===== config.mk =====
export PLATFORM = sky130hd
export DESIGN_NAME = spdif_subframe_decoder_flat
export DESIGN_NICKNAME = d
export VERILOG_FILES = /design/src/rtl/spdif_subframe_decoder_if.sv /design/src/rtl/spdif_subframe_decoder.sv /design/src/flat_wrapper.sv
export SDC_FILE = /design/constraint.sdc
export NUM_CORES = 1
export LEC_CHECK = 0
export CAP_MARGIN = 20
export CORE_ASPECT_RATIO = 0.5
export CORE_UTILIZATION = 50
export DETAILED_ROUTE_END_ITERATION = 6
export GPL_TIMING_DRIVEN = 1
export HOLD_SLACK_MARGIN = 0.03
export PLACE_DENSITY = 0.79
export RECOVER_POWER = 50
export REMOVE_ABC_BUFFERS = 1
export SETUP_SLACK_MARGIN = 0.2
export SYNTH_ARGS = -nofsm -noshare
export SYNTH_HDL_FRONTEND = slang
export SYNTH_SLANG_ARGS = --single-unit

===== constraint.sdc =====
create_clock -name clk -period 1.95 [get_ports clk]
set_input_delay 0.39 -clock clk [delete_from_list [all_inputs] [get_ports clk]]
set_output_delay 0.39 -clock clk [all_outputs]
set_load 0.05 [all_outputs]

===== src/rtl/spdif_subframe_decoder_if.sv =====
// Line-side inputs and decoded-result outputs of the S/PDIF sub-frame decoder.
// master = preamble detector / testbench side, slave = decoder side.
interface spdif_subframe_decoder_if;
  logic        i_spdif;
  logic        i_enable;
  logic [2:0]  i_flag;
  logic        o_valid;
  logic [23:0] o_sample;
  logic        o_channel;
  logic        o_block_start;
  logic [2:0]  o_status;
  logic        o_parity_err;
  logic        o_frame_err;
  logic [31:0] o_cstat;
  logic        o_cstat_valid;

  modport master (
    output i_spdif, i_enable, i_flag,
    input  o_valid, o_sample, o_channel, o_block_start, o_status,
           o_parity_err, o_frame_err, o_cstat, o_cstat_valid
  );

  modport slave (
    input  i_spdif, i_enable, i_flag,
    output o_valid, o_sample, o_channel, o_block_start, o_status,
           o_parity_err, o_frame_err, o_cstat, o_cstat_valid
  );
endinterface


===== src/rtl/spdif_subframe_decoder.sv =====
// Biphase-mark decoder for the 28 data timeslots of an S/PDIF sub-frame; optional SPDIF_CSTAT_EN collects channel status.
// Latency: o_valid 168 cycles after the enable-rise cycle, fields registered and held until the next o_valid.
// Backpressure: none; o_valid / o_frame_err / o_cstat_valid are single-cycle pulses that must be accepted.
module spdif_subframe_decoder #(
  parameter int SPS   = 6,
  parameter int SLOTS = 28
) (
  input logic                     clk,
  input logic                     i_rst,
  spdif_subframe_decoder_if.slave bus
);

  localparam int              PW       = $clog2(SPS);
  localparam logic [7:0]      LAST_IDX = 8'(SPS * SLOTS - 1);
  localparam logic [PW-1:0]   PH_LAST  = PW'(SPS - 1);
  localparam logic [PW-1:0]   PH_A     = PW'(1);
  localparam logic [PW-1:0]   PH_B     = PW'(SPS / 2 + 1);

  typedef enum logic [1:0] {S_IDLE, S_RUN, S_DONE} state_t;

  state_t           r_state;
  state_t           w_state_nxt;
  logic             w_start;
  logic             w_take_last;
  logic             w_abort;
  logic             w_flag_legal;
  logic             w_is_y;
  logic             w_is_z;

  logic             r_armed;
  logic [2:0]       r_flag;
  logic [7:0]       r_idx;
  logic [PW-1:0]    r_phase;
  logic             r_s1;
  logic [SLOTS-1:0] r_shift;

  logic             r_valid;
  logic             r_frame_err;
  logic [23:0]      r_sample;
  logic             r_channel;
  logic             r_block_start;
  logic [2:0]       r_status;
  logic             r_parity_err;

  assign w_flag_legal = (bus.i_flag != 3'b000) && (bus.i_flag != 3'b111);
  assign w_is_y       = (r_flag == 3'b010) || (r_flag == 3'b101);
  assign w_is_z       = (r_flag == 3'b100) || (r_flag == 3'b011);

  always_ff @(posedge clk) begin
    if (i_rst) r_state <= S_IDLE;
    else       r_state <= w_state_nxt;
  end

  // Index 167 is the last phase of slot 27, so the shift register is already complete when it is taken.
  always_comb begin
    w_state_nxt = r_state;
    w_start     = 1'b0;
    w_take_last = 1'b0;
    w_abort     = 1'b0;
    case (r_state)
      S_IDLE: begin
        if (bus.i_enable && r_armed && w_flag_legal) begin
          w_state_nxt = S_RUN;
          w_start     = 1'b1;
        end
      end
      S_RUN: begin
        if (!bus.i_enable) begin
          w_state_nxt = S_IDLE;
          w_abort     = 1'b1;
        end else if (r_idx == LAST_IDX) begin
          w_state_nxt = S_DONE;
          w_take_last = 1'b1;
        end
      end
      S_DONE:  w_state_nxt = S_IDLE;
      default: w_state_nxt = S_IDLE;
    endcase
  end

  // A new sub-frame needs a fresh enable rise; the detector's hand-off overlap must not restart us.
  always_ff @(posedge clk) begin
    if (i_rst)                     r_armed <= 1'b0;
    else if (!bus.i_enable)        r_armed <= 1'b1;
    else if (r_state == S_IDLE)    r_armed <= 1'b0;
  end

  always_ff @(posedge clk) begin
    if (i_rst) begin
      r_flag  <= 3'b000;
      r_idx   <= 8'd0;
      r_phase <= '0;
      r_s1    <= 1'b0;
      r_shift <= '0;
    end else if (w_start) begin
      r_flag  <= bus.i_flag;
      r_idx   <= 8'd1;
      r_phase <= PH_A;
    end else if (r_state == S_RUN && bus.i_enable) begin
      r_idx   <= r_idx + 8'd1;
      r_phase <= (r_phase == PH_LAST) ? '0 : r_phase + PW'(1);
      if (r_phase == PH_A) r_s1 <= bus.i_spdif;
      if (r_phase == PH_B) r_shift <= {r_s1 ^ bus.i_spdif, r_shift[SLOTS-1:1]};
    end
  end

  always_ff @(posedge clk) begin
    if (i_rst) begin
      r_valid       <= 1'b0;
      r_frame_err   <= 1'b0;
      r_sample      <= '0;
      r_channel     <= 1'b0;
      r_block_start <= 1'b0;
      r_status      <= 3'b000;
      r_parity_err  <= 1'b0;
    end else begin
      r_valid     <= w_take_last;
      r_frame_err <= w_abort;
      if (w_take_last) begin
        r_sample      <= r_shift[23:0];
        r_channel     <= w_is_y;
        r_block_start <= w_is_z;
        r_status      <= {r_shift[24], r_shift[25], r_shift[26]};
        r_parity_err  <= ^r_shift;
      end
    end
  end

  assign bus.o_valid       = r_valid;
  assign bus.o_frame_err   = r_frame_err;
  assign bus.o_sample      = r_sample;
  assign bus.o_channel     = r_channel;
  assign bus.o_block_start = r_block_start;
  assign bus.o_status      = r_status;
  assign bus.o_parity_err  = r_parity_err;

`ifdef SPDIF_CSTAT_EN
  logic [7:0]  r_fcnt;
  logic        r_collect;
  logic [31:0] r_cstat_acc;
  logic [31:0] r_cstat;
  logic        r_cstat_valid;
  logic [7:0]  w_fidx;
  logic        w_fcollect;
  logic        w_left_done;

  // A Z left sub-frame is frame 0 of the block and (re)opens collection.
  always_comb begin
    w_fidx      = w_is_z ? 8'd0 : r_fcnt;
    w_fcollect  = w_is_z || r_collect;
    w_left_done = w_take_last && !w_is_y;
  end

  always_ff @(posedge clk) begin
    if (i_rst) begin
      r_fcnt        <= 8'd0;
      r_collect     <= 1'b0;
      r_cstat_acc   <= '0;
      r_cstat       <= '0;
      r_cstat_valid <= 1'b0;
    end else begin
      r_cstat_valid <= 1'b0;
      if (w_abort) begin
        r_collect <= 1'b0;
      end else if (w_left_done) begin
        r_fcnt    <= (w_fidx == 8'd191) ? 8'd191 : w_fidx + 8'd1;
        r_collect <= w_fcollect;
        if (w_fcollect && (w_fidx < 8'd32)) begin
          r_cstat_acc[w_fidx[4:0]] <= r_shift[26];
          if (w_fidx == 8'd31) begin
            r_cstat       <= {r_shift[26], r_cstat_acc[30:0]};
            r_cstat_valid <= 1'b1;
          end
        end
      end
    end
  end

  assign bus.o_cstat       = r_cstat;
  assign bus.o_cstat_valid = r_cstat_valid;
`else
  assign bus.o_cstat       = '0;
  assign bus.o_cstat_valid = 1'b0;
`endif

endmodule


===== src/flat_wrapper.sv =====
// flat-port wrapper written by rule: the top's interface ports become plain ports
module spdif_subframe_decoder_flat 
#(
  parameter int SPS   = 6,
  parameter int SLOTS = 28
)
  (clk, i_rst, bus_i_spdif, bus_i_enable, bus_i_flag, bus_o_valid, bus_o_sample, bus_o_channel, bus_o_block_start, bus_o_status, bus_o_parity_err, bus_o_frame_err, bus_o_cstat, bus_o_cstat_valid);
  spdif_subframe_decoder_if bus_i ();
  input logic clk;
  input logic i_rst;
  input wire logic [$bits(bus_i.i_spdif)-1:0] bus_i_spdif;
  input wire logic [$bits(bus_i.i_enable)-1:0] bus_i_enable;
  input wire logic [$bits(bus_i.i_flag)-1:0] bus_i_flag;
  output wire logic [$bits(bus_i.o_valid)-1:0] bus_o_valid;
  output wire logic [$bits(bus_i.o_sample)-1:0] bus_o_sample;
  output wire logic [$bits(bus_i.o_channel)-1:0] bus_o_channel;
  output wire logic [$bits(bus_i.o_block_start)-1:0] bus_o_block_start;
  output wire logic [$bits(bus_i.o_status)-1:0] bus_o_status;
  output wire logic [$bits(bus_i.o_parity_err)-1:0] bus_o_parity_err;
  output wire logic [$bits(bus_i.o_frame_err)-1:0] bus_o_frame_err;
  output wire logic [$bits(bus_i.o_cstat)-1:0] bus_o_cstat;
  output wire logic [$bits(bus_i.o_cstat_valid)-1:0] bus_o_cstat_valid;
  assign bus_i.i_spdif = bus_i_spdif;
  assign bus_i.i_enable = bus_i_enable;
  assign bus_i.i_flag = bus_i_flag;
  assign bus_o_valid = bus_i.o_valid;
  assign bus_o_sample = bus_i.o_sample;
  assign bus_o_channel = bus_i.o_channel;
  assign bus_o_block_start = bus_i.o_block_start;
  assign bus_o_status = bus_i.o_status;
  assign bus_o_parity_err = bus_i.o_parity_err;
  assign bus_o_frame_err = bus_i.o_frame_err;
  assign bus_o_cstat = bus_i.o_cstat;
  assign bus_o_cstat_valid = bus_i.o_cstat_valid;
  spdif_subframe_decoder #(.SPS(SPS), .SLOTS(SLOTS)) u_core (.clk(clk), .i_rst(i_rst), .bus(bus_i));
endmodule

==> qor.csv, run 1 <==
metric,value,unit
first_global_vias,2332,
port_buffers,38,
yosysTopAreaCell,dfxtp_1,
cts.sinks,78,
dpl.cell_count,524,
cp-start-kind,input pin,
power.leakage,1.63,nW
drt-initial-drc-count,135,
yosys.cell_types.count,31,
die_x,117,µm
clkTransAtPathRegs,0.06,ns
maxCapViolations,0,
cts_setup_buffers,0,
finalCritPeriodShare,89.2,%
rsz0062_at_grt,yes,
synthTopCellsByArea,"dfxtp_1 47%, nand2_1 13%, a21oi_1 9.5%, buf_4 7.7%, xnor2_1 5.8%",
yosysSeqAreaShare,47.0,%
fmax,0.575,GHz
hold_slack,0.419,ns
setup_viol,0,
synth_seq_cells,78,
nFillCells,553,
yosysWarnings,0,
maxSlewViolCount,0,
grt_overflow_total,0,
fp.coreArea,6230,µm²
rows,20,
grt_pass1_wl,10.1,mm
design.die.area,6990,µm²
drcViolationCount,0,
synth_edf_count,0,
drive_gt1_share,8.85,%
wl_per_cell,10.8,µm
min_path_type,input pin to register,
synth.most_common_cell,nand2_1,
synth_cells,403,
cts_root_buf,clkbuf_16,
syn_area_per_cell,8.24,µm²
cts_htree_levels,3,
ant_nets,0,
powerDensity,879,nW/µm²
synth.cell_area,3320,µm²
cts_tree,done,
numCtsBuffers,9,
avgViaCountPerCell,4.76,
worstSkewPairLatency,0.33,ns
final_core_util,65.1,%
first_pass_iters,4,
synthArstFlopShare,0,%
place_congestion,0.725,
cp_max_fo,8,
diodes,0,
min_period,1.74,ns
ys.flop_type,dfxtp_1,
final_cells,540,
cp-end-kind,register,
pin_count,72,
worst-endpoint-required,2.16,ns
antenna_found_initial,0,
hold_viol_final,0,
synthTopCellsByCount,"118 x nand2_1, 78 x dfxtp_1, 63 x a21oi_1, 34 x buf_4, 22 x xnor2_1",
start_util,53.3,%
num_vias,2570,
grt_use_total,19.2,%
hpwl,3.91,mm
layout.nets,455,
fp.dieH,59.6,µm
irDropWorstVdd,0.000473,V
arrival,1.95,ns
dpl_worst_slack,-0.0972,ns
path_class,input pin to register,
area_growth,22.1,%
status,"complete, no violations",
setup_ws,0.211,ns
clockBufferDepth,2,
netlist.area_leader.share,47.0,%
grt_max_degree,57,
skew,0.00413,ns
wl,5.84,mm
## worst max-delay path: stages
cell	delay, ns
dlygate4sd3_1	0.54
and3b_2	0.21
buf_4	0.15
nand2_1	0.07
or3_4	0.34
mux2i_1	0.18
nor2_1	0.05
## logic make-up (layout without fill, tap and decap cells)
| family | count (synthesis) | count (layout) | synth area share (%) |
|---|---|---|---|
| mux | 5 | 5 | 1.51 |
| compound gates | 70 | 70 | 11.0 |
| xor+xnor | 31 | 31 | 9.23 |
| buf+inv | 55 | 72 | 10.4 |
| fa+ha+maj | 1 | 1 | 0.377 |
| other cells | 1 | 33 | 0.113 |
| flops | 78 | 78 | 47.0 |
| simple gates | 162 | 162 | 20.3 |
## flip-flops by register name, indices dropped and copies added, names as in the netlist
| signal | cells |
|---|---|
| u_core.r_shift | 28 |
| u_core.bus.o_sample | 24 |
| u_core.r_idx | 8 |
| u_core.bus.o_status | 3 |
| u_core.r_flag | 3 |
| u_core.r_phase | 3 |
| u_core.r_state | 2 |
| u_core.bus.o_block_start | 1 |
| u_core.bus.o_channel | 1 |
| u_core.bus.o_frame_err | 1 |
| u_core.bus.o_parity_err | 1 |
| u_core.bus.o_valid | 1 |
| u_core.r_armed | 1 |
| u_core.r_s1 | 1 |
## final cells by class
type	instances	area [µm²]	share of cell area, %
clock inverters	4	70.1	1.73
clock buffers	12	246	6.08
multi-input cells	302	1560	38.4
well taps	88	110	2.72
repair buffers	56	507	12.5
flip-flops and latches	78	1560	38.5
## per-layer routing
| layer | share of wire [%] | GRT usage [%] | wire length [µm] |
|---|---|---|---|
| met4 | 0.92 | 7.05 | 54 |
| met3 | 4.2 | 6.75 | 246 |
| met2 | 46 | 32.2 | 2700 |
| met1 | 49 | 22.9 | 2840 |
| met5 | 0 | 0 | 0 |
## timing repair
item                       CTS  global route
pin swaps                    0             1
gates resized for setup     33            10
setup endpoints to repair   48            43
hold buffers                 0             0
## report_power, final
| part | switching [mW] | total, mW | internal (mW) |
|---|---|---|---|
| Sequential | 0.00579 | 1.61 | 1.60 |
| Combinational | 0.180 | 0.210 | 0.0303 |
| Clock | 0.595 | 1.75 | 1.15 |
| Total | 0.781 | 3.56 | 2.78 |
## path summary, 6_finish.rpt
kind / end / slack (ns) / cells after the start / start
max: u_core.r_s1 / 0.21 / 7 / bus_i_enable
min: u_core.r_s1 / 0.42 / 2 / i_rst
max reg2reg: u_core.bus.o_parity_err / 0.28 / 5 / u_core.r_shift[20]
min reg2reg: u_core.bus.o_sample[23] / 0.45 / 2 / u_core.bus.o_sample[23]
## stage by stage
stage | power (mW) | instance area, µm² | setup TNS, ns
2_1_floorplan | 1.80 | 3100 | -0.0271
3_3_place_gp | 1.85 | 3750 | -0.0105
3_5_place_dp | 1.85 | 3750 | -0.600
4_1_cts | 3.60 | 4040 | 0
5_1_grt | 3.70 | 4060 | 0
6_report | 3.56 | 4060 | 0
## placed cells by master (no fill, tap or decap), drive strengths merged, types with 2 or more instances in the layout
cell,n
nand2,118
a21oi,63
bufinv,2
dfxtp,78
buf,14
o21ai,3
clkinv,2
mux2i,5
clkbuf,17
clkdlybuf4s50,4
or3,4
nand3,5
xnor2,23
nand2b,3
a211oi,3
nand3b,2
xor2,6
xnor3,2
dlygate4sd2,32
nor2,20
conb,33
and2,3
(Power assumes the default switching activity.)
==> inputs of run 2 (changes only) <==
--- a/config.mk
+++ b/config.mk
@@ -5,6 +5,7 @@
 export SDC_FILE = /design/constraint.sdc
 export NUM_CORES = 1
 export LEC_CHECK = 0
+export ABC_AREA = 0
 export CAP_MARGIN = 20
 export CORE_ASPECT_RATIO = 0.5
 export CORE_UTILIZATION = 50
@@ -14,7 +15,7 @@
 export PLACE_DENSITY = 0.79
 export RECOVER_POWER = 50
 export REMOVE_ABC_BUFFERS = 1
-export SETUP_SLACK_MARGIN = 0.2
+export SETUP_SLACK_MARGIN = 0.4
 export SYNTH_ARGS = -nofsm -noshare
 export SYNTH_HDL_FRONTEND = slang
 export SYNTH_SLANG_ARGS = --single-unit
==> qor.csv, run 2 (synthesis gave the netlist of run 1 again) <==
metric,value,unit,change
finalCritPeriodShare,91.5,%,was 89.2%
critical-path-top-delay-family,buffers and inverters,,unchanged
cts_hold_buf,0,,unchanged
grt_pass1_wl,10.4,mm,was 10.1 mm
start_util,53.3,%,unchanged
die_x,117,µm,unchanged
diodes,0,,unchanged
wl_per_cell,15.2,µm,was 10.8 µm
cts.sinks,78,,unchanged
num_vias,2816,,was 2570
hold_viol_final,0,,unchanged
fmax,0.561,GHz,was 0.575 GHz
pin_count,72,,unchanged
maxSlewViolCount,0,,unchanged
largest_reg_flops,28,,unchanged
crit_cells,7,,unchanged
layout.nets,467,,was 455
cp-end-kind,register,,unchanged
path_class,register to register,,was input pin to register
regMostFlops,u_core.r_shift,,unchanged
maxCapViolations,0,,unchanged
seq_power_share,44.7,%,was 45.1%
rows,20,,unchanged
clkTransAtPathRegs,0.06,ns,about the same
powerDensity,817,nW/µm²,was 879 nW/µm²
cp-startpoint,u_core.r_state[1],,was bus_i_enable
worst-endpoint-required,2.16,ns,about the same
crit_buf_inv,3,,was 2
cp-start-kind,register,,was input pin
drcViolationCount,0,,unchanged
cp_max_fo,7,,was 8
finalSetupTns,0,ns,unchanged
slowest_delay,0.34,ns,was 0.54 ns
power.leakage,1.76,nW,was 1.63 nW
r2r-start,u_core.r_state[1],,was u_core.r_shift[20]
p_sw,804,µW,was 781 µW
nFillCells,471,,was 553
min_period,1.78,ns,was 1.74 ns
drt-initial-drc-count,170,,was 135
rsz0062_at_grt,yes,,unchanged
ant_nets,0,,unchanged
grt_use_total,19.7,%,was 19.2%
fp.coreArea,6230,µm²,unchanged
first_global_vias,2352,,was 2332
hold_slack,0.391,ns,was 0.419 ns
arrival,2.00,ns,was 1.95 ns
avgViaCountPerCell,5.10,,was 4.76
antenna_found_initial,0,,unchanged
hpwl,3.91,mm,unchanged
p_sw_share,22.4,%,was 21.9%
cp_cell_sequence,"and3b_1, buf_6, clkbuf_1, nand2_8, clkbuf_2, nand2_1, a21oi_2",,"was dlygate4sd3_1, and3b_2, buf_4, nand2_1, or3_4, mux2i_1, nor2_1"
cts_root_buf,clkbuf_16,,unchanged
irDropWorstVdd,0.000471,V,was 0.000473 V
cell_internal_pwr,2.78,mW,about the same
port_buffers,38,,unchanged
tightest_slew,0.637,ns,
wl,8.39,mm,was 5.84 mm
slowest_stage,dfxtp_1,,was dlygate4sd3_1
grt_max_degree,57,,unchanged
drive_gt1_share,24.8,%,was 8.85%
worstSkewPairLatency,0.33,ns,about the same
setup_viol,0,,unchanged
mostFrequentLayoutCell,nand2_1,,unchanged
final_cell_mix,"97 x nand2_1, 65 x dfxtp_1, 39 x a21oi_1",,"was 118 x nand2_1, 77 x dfxtp_1, 63 x a21oi_1"
r2r-end,u_core.bus.o_sample[22],,was u_core.bus.o_parity_err
cts_htree_levels,3,,unchanged
r2r.worst_path.cells,7,,was 5
clockBufferDepth,2,,unchanged
p_clk_share,49.1,%,was 49.0%
numCtsBuffers,9,,unchanged
cts_tree,done,,unchanged
min_path_type,input pin to register,,unchanged
cp-endpoint,u_core.bus.o_sample[22],,was u_core.r_s1
p_total,3.58,mW,was 3.56 mW
design.die.area,6990,µm²,unchanged
grt_overflow_total,0,,unchanged
fp.dieH,59.6,µm,unchanged
status,"complete, no violations",,unchanged
place_congestion,0.725,,unchanged
timing.reg2reg.setup_slack,0.17,ns,was 0.28 ns
skew,0.00546,ns,was 0.00413 ns
first_pass_iters,4,,unchanged
area_growth,32.1,%,was 22.1%
p_comb_share,6.1,%,was 5.9%
relSlewSlack,57.7,%,
-- run 2: worst min-delay path: stages --
cell and delay (ns):
dlymetal6s2s_1 0.12, mux2i_1 0.08, nor2_1 0.08
-- run 2: layer usage --
metal	global-route usage [%]	part of all wire (%)	up-vias
li1	-	-	1356
met1	24.0	43	1333
met2	32.4	48	113
met3	6.85	6.5	14
met4	7.78	1.6	0
met5	0	0	-
-- run 2: worst min-delay path by stage --
| stage | start | endpoint | slack, ns | cells after the start |
|---|---|---|---|---|
| after global placement | u_core.bus.o_sample[5] | u_core.bus.o_sample[5] | 0.44 | 2 |
| after global routing | i_rst | u_core.r_flag[1] | 0.43 | 2 |
| after detailed placement | u_core.bus.o_sample[8] | u_core.bus.o_sample[8] | 0.45 | 2 |
| after CTS | i_rst | u_core.r_s1 | 0.41 | 2 |
| final | bus_i_flag[2] | u_core.r_flag[2] | 0.39 | 3 |
| after floorplan | u_core.r_state[1] | u_core.bus.o_frame_err | 0.43 | 1 |
-- run 2: stage by stage --
| step | util (%) | std cells | setup WS (ns) | area [µm²] |
|---|---|---|---|---|
| final | 70.4 | 552 | 0.166 | 4390 |
| after global routing | 70.4 | 552 | 0.102 | 4390 |
| after CTS | 66.8 | 542 | 0.288 | 4160 |
| after detailed placement | 60.3 | 524 | -0.0972 | 3750 |
| after global placement | 60.3 | 524 | -0.00900 | 3750 |
| after floorplan | - | 380 | -0.0224 | 3100 |
-- run 2: what timing repair did --
action / in CTS / in global routing
gates resized for setup: 98 / 103
buffers inserted: 2 / 5
endpoints found under the setup margin: 93 / 75
gates cloned: 0 / 5
pin swaps: 6 / 32
-- run 2: power groups by stage --
stage / clock network, mW / registers (mW) / logic, mW
6_report: 1.76 / 1.60 / 0.220
5_1_grt: 1.87 / 1.60 / 0.232
4_1_cts: 1.78 / 1.61 / 0.212
3_5_place_dp: 0 / 1.64 / 0.211
3_3_place_gp: 0 / 1.64 / 0.211
2_1_floorplan: 0 / 1.64 / 0.159
-- run 2: layout make-up --
| class | instances | area [µm²] | area share, % |
|---|---|---|---|
| clock buffers | 12 | 246 | 5.62 |
| multi-input cells | 302 | 1840 | 41.9 |
| clock inverters | 4 | 70.1 | 1.60 |
| well taps | 88 | 110 | 2.51 |
| repair buffers | 68 | 533 | 12.2 |
| flip-flops and latches | 78 | 1590 | 36.2 |
